[src/rtl/display_7seg_bcd.sv]
// Three-digit multiplexed 7-segment driver for an 8-bit unsigned value.
// A double-dabble FSM converts each new value to BCD, and a refresh counter scans the digits.
module display_7seg_bcd #(
    parameter int REFRESH_CNT = 10000
) (
    input  logic       clk,
    input  logic       rst_n_i,
    input  logic [7:0] value_i,
    output logic [6:0] seg_o,
    output logic [3:0] an_o,
    output logic       busy_o
);

    localparam int RW = (REFRESH_CNT > 1) ? $clog2(REFRESH_CNT) : 1;
    localparam logic [RW-1:0] REF_MAX = RW'(REFRESH_CNT - 1);

    typedef enum logic [1:0] {
        IDLE  = 2'd0,
        SHIFT = 2'd1,
        LOAD  = 2'd2
    } state_t;

    state_t          r_state;
    logic [7:0]      r_shift;
    logic [7:0]      r_cap;
    logic [7:0]      r_last;
    logic [11:0]     r_bcd;
    logic [11:0]     r_disp;
    logic [2:0]      r_bitcnt;
    logic            r_busy;
    logic [RW-1:0]   r_refresh;
    logic [1:0]      r_digit;
    logic [11:0]     w_adj;
    logic [3:0]      w_nibble;
    logic            w_blank;

    function automatic logic [3:0] nib_adjust(input logic [3:0] n);
        if (n >= 4'd5) begin
            return n + 4'd3;
        end else begin
            return n;
        end
    endfunction

    function automatic logic [11:0] dd_adjust(input logic [11:0] bcd);
        return {nib_adjust(bcd[11:8]), nib_adjust(bcd[7:4]), nib_adjust(bcd[3:0])};
    endfunction

    function automatic logic [6:0] seg_decode(input logic [3:0] d);
        case (d)
            4'd0:    return 7'b1000000;
            4'd1:    return 7'b1111001;
            4'd2:    return 7'b0100100;
            4'd3:    return 7'b0110000;
            4'd4:    return 7'b0011001;
            4'd5:    return 7'b0010010;
            4'd6:    return 7'b0000010;
            4'd7:    return 7'b1111000;
            4'd8:    return 7'b0000000;
            4'd9:    return 7'b0010000;
            default: return 7'b1111111;
        endcase
    endfunction

    // Add-3 correction applied to the accumulator before each shift.
    always_comb begin
        w_adj = dd_adjust(r_bcd);
    end

    // Conversion FSM: capture edge + 8 shift edges + load edge = 10 edges to display update.
    always_ff @(posedge clk or negedge rst_n_i) begin
        if (!rst_n_i) begin
            r_state  <= IDLE;
            r_shift  <= 8'd0;
            r_cap    <= 8'd0;
            r_last   <= 8'd0;
            r_bcd    <= 12'd0;
            r_disp   <= 12'd0;
            r_bitcnt <= 3'd0;
            r_busy   <= 1'b0;
        end else begin
            case (r_state)
                IDLE: begin
                    if (value_i != r_last) begin
                        r_shift  <= value_i;
                        r_cap    <= value_i;
                        r_bcd    <= 12'd0;
                        r_bitcnt <= 3'd0;
                        r_busy   <= 1'b1;
                        r_state  <= SHIFT;
                    end else begin
                        r_busy  <= 1'b0;
                        r_state <= IDLE;
                    end
                end
                SHIFT: begin
                    r_bcd    <= {w_adj[10:0], r_shift[7]};
                    r_shift  <= {r_shift[6:0], 1'b0};
                    r_bitcnt <= r_bitcnt + 3'd1;
                    if (r_bitcnt == 3'd7) begin
                        r_state <= LOAD;
                    end else begin
                        r_state <= SHIFT;
                    end
                end
                LOAD: begin
                    r_disp  <= r_bcd;
                    r_last  <= r_cap;
                    r_busy  <= 1'b0;
                    r_state <= IDLE;
                end
                default: begin
                    r_busy  <= 1'b0;
                    r_state <= IDLE;
                end
            endcase
        end
    end

    // Refresh counter and digit index; the index cycles units -> tens -> hundreds.
    always_ff @(posedge clk or negedge rst_n_i) begin
        if (!rst_n_i) begin
            r_refresh <= '0;
            r_digit   <= 2'd0;
        end else if (r_refresh == REF_MAX) begin
            r_refresh <= '0;
            case (r_digit)
                2'd0:    r_digit <= 2'd1;
                2'd1:    r_digit <= 2'd2;
                default: r_digit <= 2'd0;
            endcase
        end else begin
            r_refresh <= r_refresh + {{(RW-1){1'b0}}, 1'b1};
        end
    end

    // Anode select, digit pick and leading-zero blanking from the registered state.
    always_comb begin
        an_o     = 4'b1111;
        w_nibble = 4'd0;
        w_blank  = 1'b0;
        case (r_digit)
            2'd0: begin
                an_o     = 4'b1110;
                w_nibble = r_disp[3:0];
                w_blank  = 1'b0;
            end
            2'd1: begin
                an_o     = 4'b1101;
                w_nibble = r_disp[7:4];
                w_blank  = (r_disp[11:8] == 4'd0) && (r_disp[7:4] == 4'd0);
            end
            2'd2: begin
                an_o     = 4'b1011;
                w_nibble = r_disp[11:8];
                w_blank  = (r_disp[11:8] == 4'd0);
            end
            default: begin
                an_o     = 4'b1111;
                w_nibble = 4'd0;
                w_blank  = 1'b1;
            end
        endcase
        if (w_blank) begin
            seg_o = 7'b1111111;
        end else begin
            seg_o = seg_decode(w_nibble);
        end
    end

    assign busy_o = r_busy;

endmodule

[config.mk]
export PLATFORM = sky130hd
export DESIGN_NAME = display_7seg_bcd
export DESIGN_NICKNAME = d
export VERILOG_FILES = /design/src/rtl/display_7seg_bcd.sv
export SDC_FILE = /design/constraint.sdc
export NUM_CORES = 1
export LEC_CHECK = 0
export BUFFER_PORTS_ARGS = -buffer_cell sky130_fd_sc_hd__buf_2
export CAP_MARGIN = 20
export CORE_UTILIZATION = 50
export CTS_CLUSTER_SIZE = 28
export DETAILED_ROUTE_END_ITERATION = 7
export PLACE_DENSITY = 0.68
export SLEW_MARGIN = 10
export SYNTH_ARGS = -nofsm -noshare
export SYNTH_HDL_FRONTEND = slang
export SYNTH_SLANG_ARGS = --single-unit
[constraint.sdc]
create_clock -name clk -period 2.3 [get_ports clk]
set_input_delay 0.23 -clock clk [delete_from_list [all_inputs] [get_ports clk]]
set_output_delay 0.23 -clock clk [all_outputs]
set_load 0.01 [all_outputs]
==> results.cfg, run 1 <==
[outcome]
outcome = completed

[sta]
min_period_ns = 2.28
fin_crit_sh_pct = 99.1
tns_ns = 0
hold_ws_ns = 0.165
relSlewSlack_pct = 53.6
rsz0062_at_grt = true
worst_pin_slew_ns = 0.696
setup_viol_count_final = 0
skew_ns = 0.0104
setup_slack_ns = 0.0211
fmax_mhz = 439
finalHoldViolCount = 0
slew_violations = 0

[clocking]
cts_sinks = 70
numCtsBuffers = 9
clk_pin_slew_ns = 0.08
h-tree-depth = 3
cts_tree = yes
worstSkewPairLatency_ns = 0.34
cts_buffer_depth = 2
root_buffer = clkbuf_8

[routing]
via_per_inst = 5.33
routed_wirelength_um = 6140
drc = 0
antenna_left = 0
wire_per_inst_um = 14.1
drtIter0Drc = 135
drt_first_pass_iters = 4
routed-via-count = 2323

[run]
drv_cap = 0

[critical_path]
end_kind = primary output
r2r-end = r_shift[2]$_DFFE_PN0P_
cp_data_arrival_time_ns = 2.05
path_class = register to primary output
r2r_slack_ns = 0.45
critPathLaunchType = register
critPathMaxFanout = 9
r2r_start = r_last[4]$_DFFE_PN0N_
cp_data_required_time_ns = 2.07
reg2reg_depth = 4

[power]
p_clk_share_pct = 18.1
p_switching_mw = 1.67
seqPwrFrac_pct = 41.8
swShare_pct = 36.0
ir_worst_vdd_v = 0.000634
p_comb_share_pct = 40.1
p_leak_nw = 1.77
power_density_nw_per_um2 = 1170
internal_power_mw = 2.97

[min_path]
min_path_type = primary input to register
min_from = value_i[1]
hold_end = r_shift[1]$_DFFE_PN0P_
hold_depth = 2

[die]
die_area_um2 = 7440
core.rowCount = 30
die_w_um = 86.3
dieHeight_um = 86.3
core-area_um2 = 6830
initial_core_util_pct = 52.0
pin_count = 22

[cells_and_area]
design_area_um2 = 3980
syn2layout_area_growth_pct = 12.0
diodes = 0
final_util_pct = 58.2
drive_gt1_share_pct = 25.9
final_nets = 360

[yosys]
synth-seq-area-share_pct = 49.3
synthTopCellsByCount = 70 x dfrtp_1, 27 x mux2_2, 25 x nand2_1, 17 x xnor2_1, 14 x ha_1
synth_fp_nets = 331
synth_cell_types = 48
synth_area_leaders = dfrtp_1 49%, mux2_2 8.6%, ha_1 4.9%
synth_top_cell_by_area = dfrtp_1
yosysTopAreaCellShare_pct = 49.3
synthArstFlopShare_pct = 100
ys_warn_count = 0
synthCells = 307
syn_avg_cell_area_um2 = 11.6
synth_most_common_cell = dfrtp_1
synth_area_um2 = 3550
synth-seq-cells = 70
synth_edf_count = 0
synthFlopType = dfrtp_1

[placed_design]
pre_cts_ws_ns = 0.213
gp_congestion = 0.799
hpwlAfterDp_um = 4240
place_area_um2 = 3750
io_buffers = 20

[grt]
grt_pass1_wl_um = 10400
overflow = 0
grt_max_degree = 46
track_usage_pct = 18.1
grt_pass1_vias = 2223
antenna_found_initial = 0
-- power groups by stage --
stage	Clock (mW)	Sequential [mW]	Combinational (mW)
3_5_place_dp	0	1.96	1.84
5_1_grt	0.928	1.99	2.11
3_3_place_gp	0	1.95	1.80
6_report	0.840	1.94	1.86
2_1_floorplan	0	1.88	1.46
4_1_cts	0.875	1.94	1.86
-- cells in the final DEF, fill, tap and decap left out, types with 6 or more instances in the layout --
cell      instances
dfrtp_1          69
mux2_2           27
nand2_1          25
buf_2            20
xnor2_1          17
ha_1             14
buf_4            13
inv_1            12
o21ai_0          11
mux2i_1          10
nor2_1            9
clkbuf_8          9
and2_1            8
xor2_1            8
a221o_1           7
nand3_1           6
o22ai_1           6
-- registers in the layout (all words and copies together) (netlist names) --
| signal | flops |
|---|---|
| r_bitcnt | 3 |
| r_last | 8 |
| r_state | 2 |
| busy_o | 1 |
| r_disp | 12 |
| r_shift | 8 |
| r_digit | 2 |
| r_bcd | 12 |
| r_refresh | 14 |
| r_cap | 8 |
-- per-layer routing --
layer	vias to the layer above	track usage (%)	wire (um)
li1	1147	-	-
met2	25	29.6	2940
met5	-	0	0
met3	9	3.52	143
met4	0	8.64	91
met1	1142	23.4	2960
-- how the worst max path moves through the flow --
stage                                 from        to  slack, ns  cells after the start
finish              r_digit[1]$_DFFE_PN0N_  seg_o[2]       0.02                      7
global route        r_digit[1]$_DFFE_PN0N_  seg_o[4]       -0.1                      8
CTS                 r_digit[1]$_DFFE_PN0N_  seg_o[2]      0.005                      7
detailed placement  r_digit[1]$_DFFE_PN0N_  seg_o[2]       0.21                      6
global placement    r_digit[1]$_DFFE_PN0N_  seg_o[3]       0.30                      7
floorplan           r_digit[0]$_DFFE_PN0N_  seg_o[2]       0.32                      8
-- final cells by class --
cell class / count / area [um2]
Inverter: 13 / 48.8
Fill cell: 596 / 2850
Tap cell: 96 / 120
Sequential cell: 70 / 1750
Timing Repair Buffer: 35 / 228
Multi-Input combinational cell: 207 / 1660
Clock buffer: 10 / 128
Clock inverter: 5 / 36.3
-- stage by stage --
stage,total power [mW],instances
global route,5.03,436
CTS,4.67,432
floorplan,3.34,307
detailed placement,3.80,416
finish,4.64,436
global placement,3.75,416
-- cells by family after synthesis --
kind of cell / synth area share (%)
and+or+nand+nor: 12.2
DFF: 49.3
AOI/OAI and AO/OA: 11.5
muxes: 11.4
buffers and inverters: 4.37
xor gates and xnor gates: 6.17
adders and majority gates: 4.93
other: 0.106
-- critical path: stages, from the launching register on --
cell,delay [ns]
dfrtp_2,0.48
mux2i_1,0.28
o2bb2ai_2,0.12
inv_1,0.11
ha_1,0.15
inv_1,0.05
o311ai_0,0.33
buf_2,0.20
-- repair_timing --
item                       in CTS  in global routing
setup buffers                   0                  4
resized for setup               4                  1
hold buffers                    1                  0
setup endpoints to repair       6                  6
pin swaps                       0                  2
hold endpoints to repair       25                  0
Power figures use the tool's default switching activity.
==> run 2: changes to the inputs <==
- BUFFER_PORTS_ARGS: -buffer_cell sky130_fd_sc_hd__buf_2 -> -buffer_cell sky130_fd_sc_hd__clkbuf_2
==> results.cfg, run 2 (synthesized netlist as in run 1, its figures left out) <==
[outcome]
outcome = completed

[cells_and_area]
final_nets = 363
layoutNonFillerInstCount = 438
syn2layout_area_growth_pct = 14.7
drive_gt1_share_pct = 28.1
final_cell_mix = 68 x dfrtp_1, 27 x mux2_2, 25 x nand2_1
largest_register_ffs = 14
diodes = 0
final_util_pct = 59.6
top_register = r_refresh
layout_commonest_cell = dfrtp_1
biggestRegsByFlops = r_refresh (14), r_bcd (12), r_disp (12)

[placed_design]
hpwlAfterDp_um = 4380
io_buffers = 20
placed_cells = 417
gp_congestion = 0.810

[power]
power_mw = 4.89
ir_worst_vdd_v = 0.000722
p_leak_nw = 1.83
power_density_nw_per_um2 = 1200

[routing]
via_per_inst = 5.29
met1Wirelength_um = 3010
drt_first_pass_iters = 4
routed_wirelength_um = 6310
drtIter0Drc = 130
routed-via-count = 2316
antenna_left = 0
wl_met2_um = 2970
routed-wl-met3_um = 205
highest_layer = met4
wire_per_inst_um = 14.4
drc = 0

[clocking]
worstSkewPairLatency_ns = 0.34
cts_sinks = 70
numCtsBuffers = 9
root_buffer = clkbuf_8
h-tree-depth = 3
clk_pin_slew_ns = 0.07
cts_tree = yes
cts_buffer_depth = 2

[critical_path]
cp_data_arrival_time_ns = 2.05
r2r_slack_ns = 0.46
reg2reg_depth = 4
path_class = register to primary output
cp_data_required_time_ns = 2.07
r2r_start = r_last[4]$_DFFE_PN0N_
end_kind = primary output
r2r-end = r_shift[5]$_DFFE_PN0P_
critPathMaxFanout = 8
critPathLaunchType = register

[min_path]
min_from = value_i[7]
min_path_type = primary input to register
hold_depth = 2
hold_end = r_shift[7]$_DFFE_PN0P_

[grt]
grt_max_degree = 34
antenna_found_initial = 0
track_usage_pct = 18.9
overflow = 0
grt_pass1_vias = 2243
grt_pass1_wl_um = 10700

[die]
die_w_um = 86.3
core-area_um2 = 6830
core.rowCount = 30
die_area_um2 = 7440
pin_count = 22
initial_core_util_pct = 52.0
dieHeight_um = 86.3

[run]
drv_cap = 0

[sta]
setup_viol_count_final = 0
relSlewSlack_pct = 28.0
slew_violations = 0
worst_pin_slew_ns = 1.08
finalHoldViolCount = 0
fmax_mhz = 439
rsz0062_at_grt = true
skew_ns = 0.00709
fin_crit_sh_pct = 98.9
min_period_ns = 2.28
==> run 2: changes by cell type in the layout (fill, tap and decap cells not counted), sizes merged <==
cell,delta
buf,-11
clkinvlp,-2
clkbuf,+14
bufinv,+2
inv,-1
==> run 2: repair_timing <==
action | CTS | global route
endpoints found under the setup margin | 6 | 6
hold buffers | 1 | 0
endpoints found under the hold margin | 23 | 0
cloned | 0 | 0
gates resized for setup | 6 | 11
pin swaps | 1 | 3
buffers inserted | 1 | 5
==> run 2: how the worst max path moves through the flow <==
| stage | to | slack [ns] | from |
|---|---|---|---|
| 6_report | seg_o[3] | 0.02 | r_digit[1]$_DFFE_PN0N_ |
| 5_1_grt | seg_o[5] | -0.07 | r_digit[1]$_DFFE_PN0N_ |
| 4_1_cts | seg_o[2] | 0.02 | r_digit[1]$_DFFE_PN0N_ |
| 3_5_place_dp | seg_o[3] | 0.19 | r_digit[1]$_DFFE_PN0N_ |
| 3_3_place_gp | seg_o[3] | 0.30 | r_digit[1]$_DFFE_PN0N_ |
| 2_1_floorplan | seg_o[2] | 0.32 | r_digit[0]$_DFFE_PN0N_ |
==> run 2: final cells by class <==
cell class | instances | area [um2]
fillers | 595 | 2760
flip-flops and latches | 70 | 1750
multi-input cells | 207 | 1690
repair buffers | 38 | 250
clock buffers | 10 | 138
well taps | 96 | 120
clock inverters | 4 | 72.6
inverters | 13 | 48.8
==> run 2: report_power, final <==
| part | internal, mW | switching, mW |
|---|---|---|
| clock | 0.626 | 0.429 |
| sequential | 1.65 | 0.305 |
| combinational | 0.944 | 0.941 |
| total | 3.22 | 1.67 |
==> run 2: layer usage <==
metal | GRT usage [%] | up-vias
li1 | - | 1146
met1 | 24.9 | 1125
met2 | 29.1 | 33
met3 | 4.57 | 12
met4 | 9.85 | 0
met5 | 0 | -
==> run 2: critical path: stages, from the launching register on <==
cell and delay, ns:
dfrtp_2 0.50, mux2i_2 0.18, o2bb2ai_2 0.24, inv_2 0.08, ha_1 0.29, mux2i_1 0.16
o211ai_1 0.10, buf_2 0.16
==> run 2: metrics by stage <==
| stage | setup slack [ns] | hold WS, ns | setup TNS, ns | instance area [um2] |
|---|---|---|---|---|
| floorplan | 0.318 | -0.0656 | 0 | 3550 |
| global placement | 0.303 | 0.263 | 0 | 3760 |
| detailed placement | 0.191 | 0.268 | 0 | 3760 |
| CTS | 0.0176 | 0.157 | 0 | 4010 |
| global route | -0.0686 | 0.157 | -0.197 | 4070 |
| finish | 0.0245 | 0.173 | 0 | 4070 |
==> run 3: changes to the inputs <==
- ABC_AREA: default -> 1
==> results.cfg, run 3 <==
[outcome]
outcome = completed

[clocking]
h-tree-depth = 3
cts_tree = yes
root_buffer = clkbuf_8
worstSkewPairLatency_ns = 0.34
cts_sinks = 70
cts_buffer_depth = 2
clk_pin_slew_ns = 0.08
numCtsBuffers = 9

[die]
core.rowCount = 30
die_area_um2 = 7750
core-area_um2 = 6980
die_w_um = 88.0
dieHeight_um = 88.0
pin_count = 22
initial_core_util_pct = 53.0

[min_path]
min_from = value_i[7]
min_path_type = primary input to register

[run]
drv_cap = 0

[cells_and_area]
largest_register_ffs = 14
fillers = 637
layout_commonest_cell = nand2_1
top_register = r_refresh
final_cell_mix = 133 x nand2_1, 68 x dfrtp_1, 49 x inv_1
syn2layout_area_growth_pct = 14.4
final_util_pct = 60.6
regArea_um2 = 1750
biggestRegsByFlops = r_refresh (14), r_bcd (12), r_disp (12)
multiInputGateArea_um2 = 1720
diodes = 0
design_area_um2 = 4230
final_nets = 519
drive_gt1_share_pct = 16.4

[sta]
finalHoldViolCount = 0
rsz0062_at_grt = true
skew_ns = 0.0101
min_period_ns = 2.24
setup_slack_ns = 0.0609
fin_crit_sh_pct = 97.4
fmax_mhz = 447
worst_pin_slew_ns = 0.561
slew_violations = 0
setup_viol_count_final = 0
relSlewSlack_pct = 62.6
tns_ns = 0
hold_ws_ns = 0.172

[yosys]
synth_edf_count = 0
synth-seq-cells = 70
synthFlopType = dfrtp_1
synth_top_cell_by_area = dfrtp_1
syn_avg_cell_area_um2 = 7.92
synth-seq-area-share_pct = 47.3
synthArstFlopShare_pct = 100
synth_area_leaders = dfrtp_1 47%, nand2_1 14%, o21ai_0 5.8%
synth_fp_nets = 491
synthCells = 467
ys_warn_count = 0
synthTopCellsByCount = 138 x nand2_1, 70 x dfrtp_1, 51 x inv_1, 43 x o21ai_0, 38 x nand3_1
synth_cell_types = 32
synth_most_common_cell = nand2_1
synth_area_um2 = 3700
yosysTopAreaCellShare_pct = 47.3

[power]
p_leak_nw = 2.24
ir_worst_vdd_v = 0.000822
power_density_nw_per_um2 = 1230

[grt]
track_usage_pct = 20.5
grt_pass1_vias = 2734
grt_max_degree = 41
grt_pass1_wl_um = 12300
antenna_found_initial = 0
overflow = 0

[routing]
wire_per_inst_um = 11.9
antenna_left = 0
drt_first_pass_iters = 4
via_per_inst = 4.96
drc = 0
drtIter0Drc = 193
routed-via-count = 2959
routed_wirelength_um = 7070

[critical_path]
critPathLaunchType = register
cp_data_arrival_time_ns = 2.01
startpoint = r_digit[1]$_DFFE_PN0N_
critPathMaxFanout = 5
path_class = register to primary output
cp_slowest_stage_delay_ns = 0.46
crit_chain = inv_2 > nor2_4 > nand2_2 > nand2_2 > a21oi_4 > inv_2 > ha_4 > or2_1 > nand2_1 > nand2_1 > buf_2
cpMaxStageDelayCell = dfrtp_2
r2r_start = r_last[6]$_DFFE_PN0N_
r2r_slack_ns = 0.54
cp_data_required_time_ns = 2.07
end_kind = primary output

[placed_design]
hpwlAfterDp_um = 4920
place_area_um2 = 3910
io_buffers = 20
pre_cts_ws_ns = 0.240
gp_congestion = 0.876
## run 3: area by class of cell
cell class                      instances  area share (%)
Clock buffer                           10            3.25
Clock inverter                          6            2.22
Inverter                               57            5.11
Multi-Input combinational cell        327            40.6
Sequential cell                        70            41.4
Tap cell                               96            2.84
Timing Repair Buffer                   30            4.49
## run 3: what timing repair did
action / CTS / global route
cloned: 0 / 0
pin swaps: 1 / 5
buffers inserted: 2 / 2
setup endpoints to repair: 3 / 4
hold buffers: 1 / 0
gates resized for setup: 6 / 11
endpoints found under the hold margin: 70 / 0
## run 3: logic make-up (layout without fill, tap and decap cells)
logic type | Yosys count | in the layout | share of synthesized area, %
multiplexers | 3 | 3 | 0.913
XOR/XNOR | 13 | 13 | 3.08
flip-flops | 70 | 70 | 47.3
adder cells (fa/ha/maj) | 14 | 14 | 4.73
AND/OR/NAND/NOR | 234 | 234 | 27.5
buffers and inverters | 70 | 103 | 7.44
other | 1 | 1 | 0.101
AO/OA/AOI/OAI | 62 | 62 | 8.86
## run 3: critical path: cells and delay by family (launching register included)
kind	cells	cell delay, ns
buffers and inverters	3	0.32
DFF	1	0.46
AOI/OAI and AO/OA	1	0.13
adders and majority gates	1	0.23
and+or+nand+nor	6	0.54
## run 3: layer usage
metal | wire length, um | vias up | track usage [%]
met2 | 3270 | 47 | 32.2
li1 | - | 1535 | -
met1 | 3470 | 1366 | 28.1
met5 | 0 | - | 0
met3 | 222 | 11 | 4.62
met4 | 102 | 0 | 6.89
## run 3: path summary, 6_finish.rpt
| check | end | depth (start not counted) |
|---|---|---|
| hold reg to reg | busy_o$_DFFE_PN0N_ | 2 |
| setup reg to reg | r_shift[2]$_DFFE_PN0P_ | 10 |
| setup / recovery | seg_o[3] | 11 |
| max in group asynchronous | r_refresh[3]$_DFF_PN0_ | 3 |
| min in group asynchronous | r_bcd[10]$_DFFE_PN0P_ | 3 |
| hold / removal | r_cap[7]$_DFFE_PN0P_ | 3 |
## run 3: power breakdown
part / total, mW / switching [mW] / internal, mW / leakage [nW]
logic: 2.08 / 1.26 / 0.816 / 1.25
clock network: 1.13 / 0.482 / 0.648 / 0.113
registers: 1.98 / 0.313 / 1.67 / 0.878
total: 5.19 / 2.06 / 3.13 / 2.24
## run 3: metrics by stage
| step | instances | power, mW |
|---|---|---|
| global placement | 575 | 3.95 |
| finish | 596 | 5.19 |
| detailed placement | 575 | 4.02 |
| floorplan | 467 | 3.47 |
| global route | 596 | 5.67 |
| CTS | 594 | 5.20 |
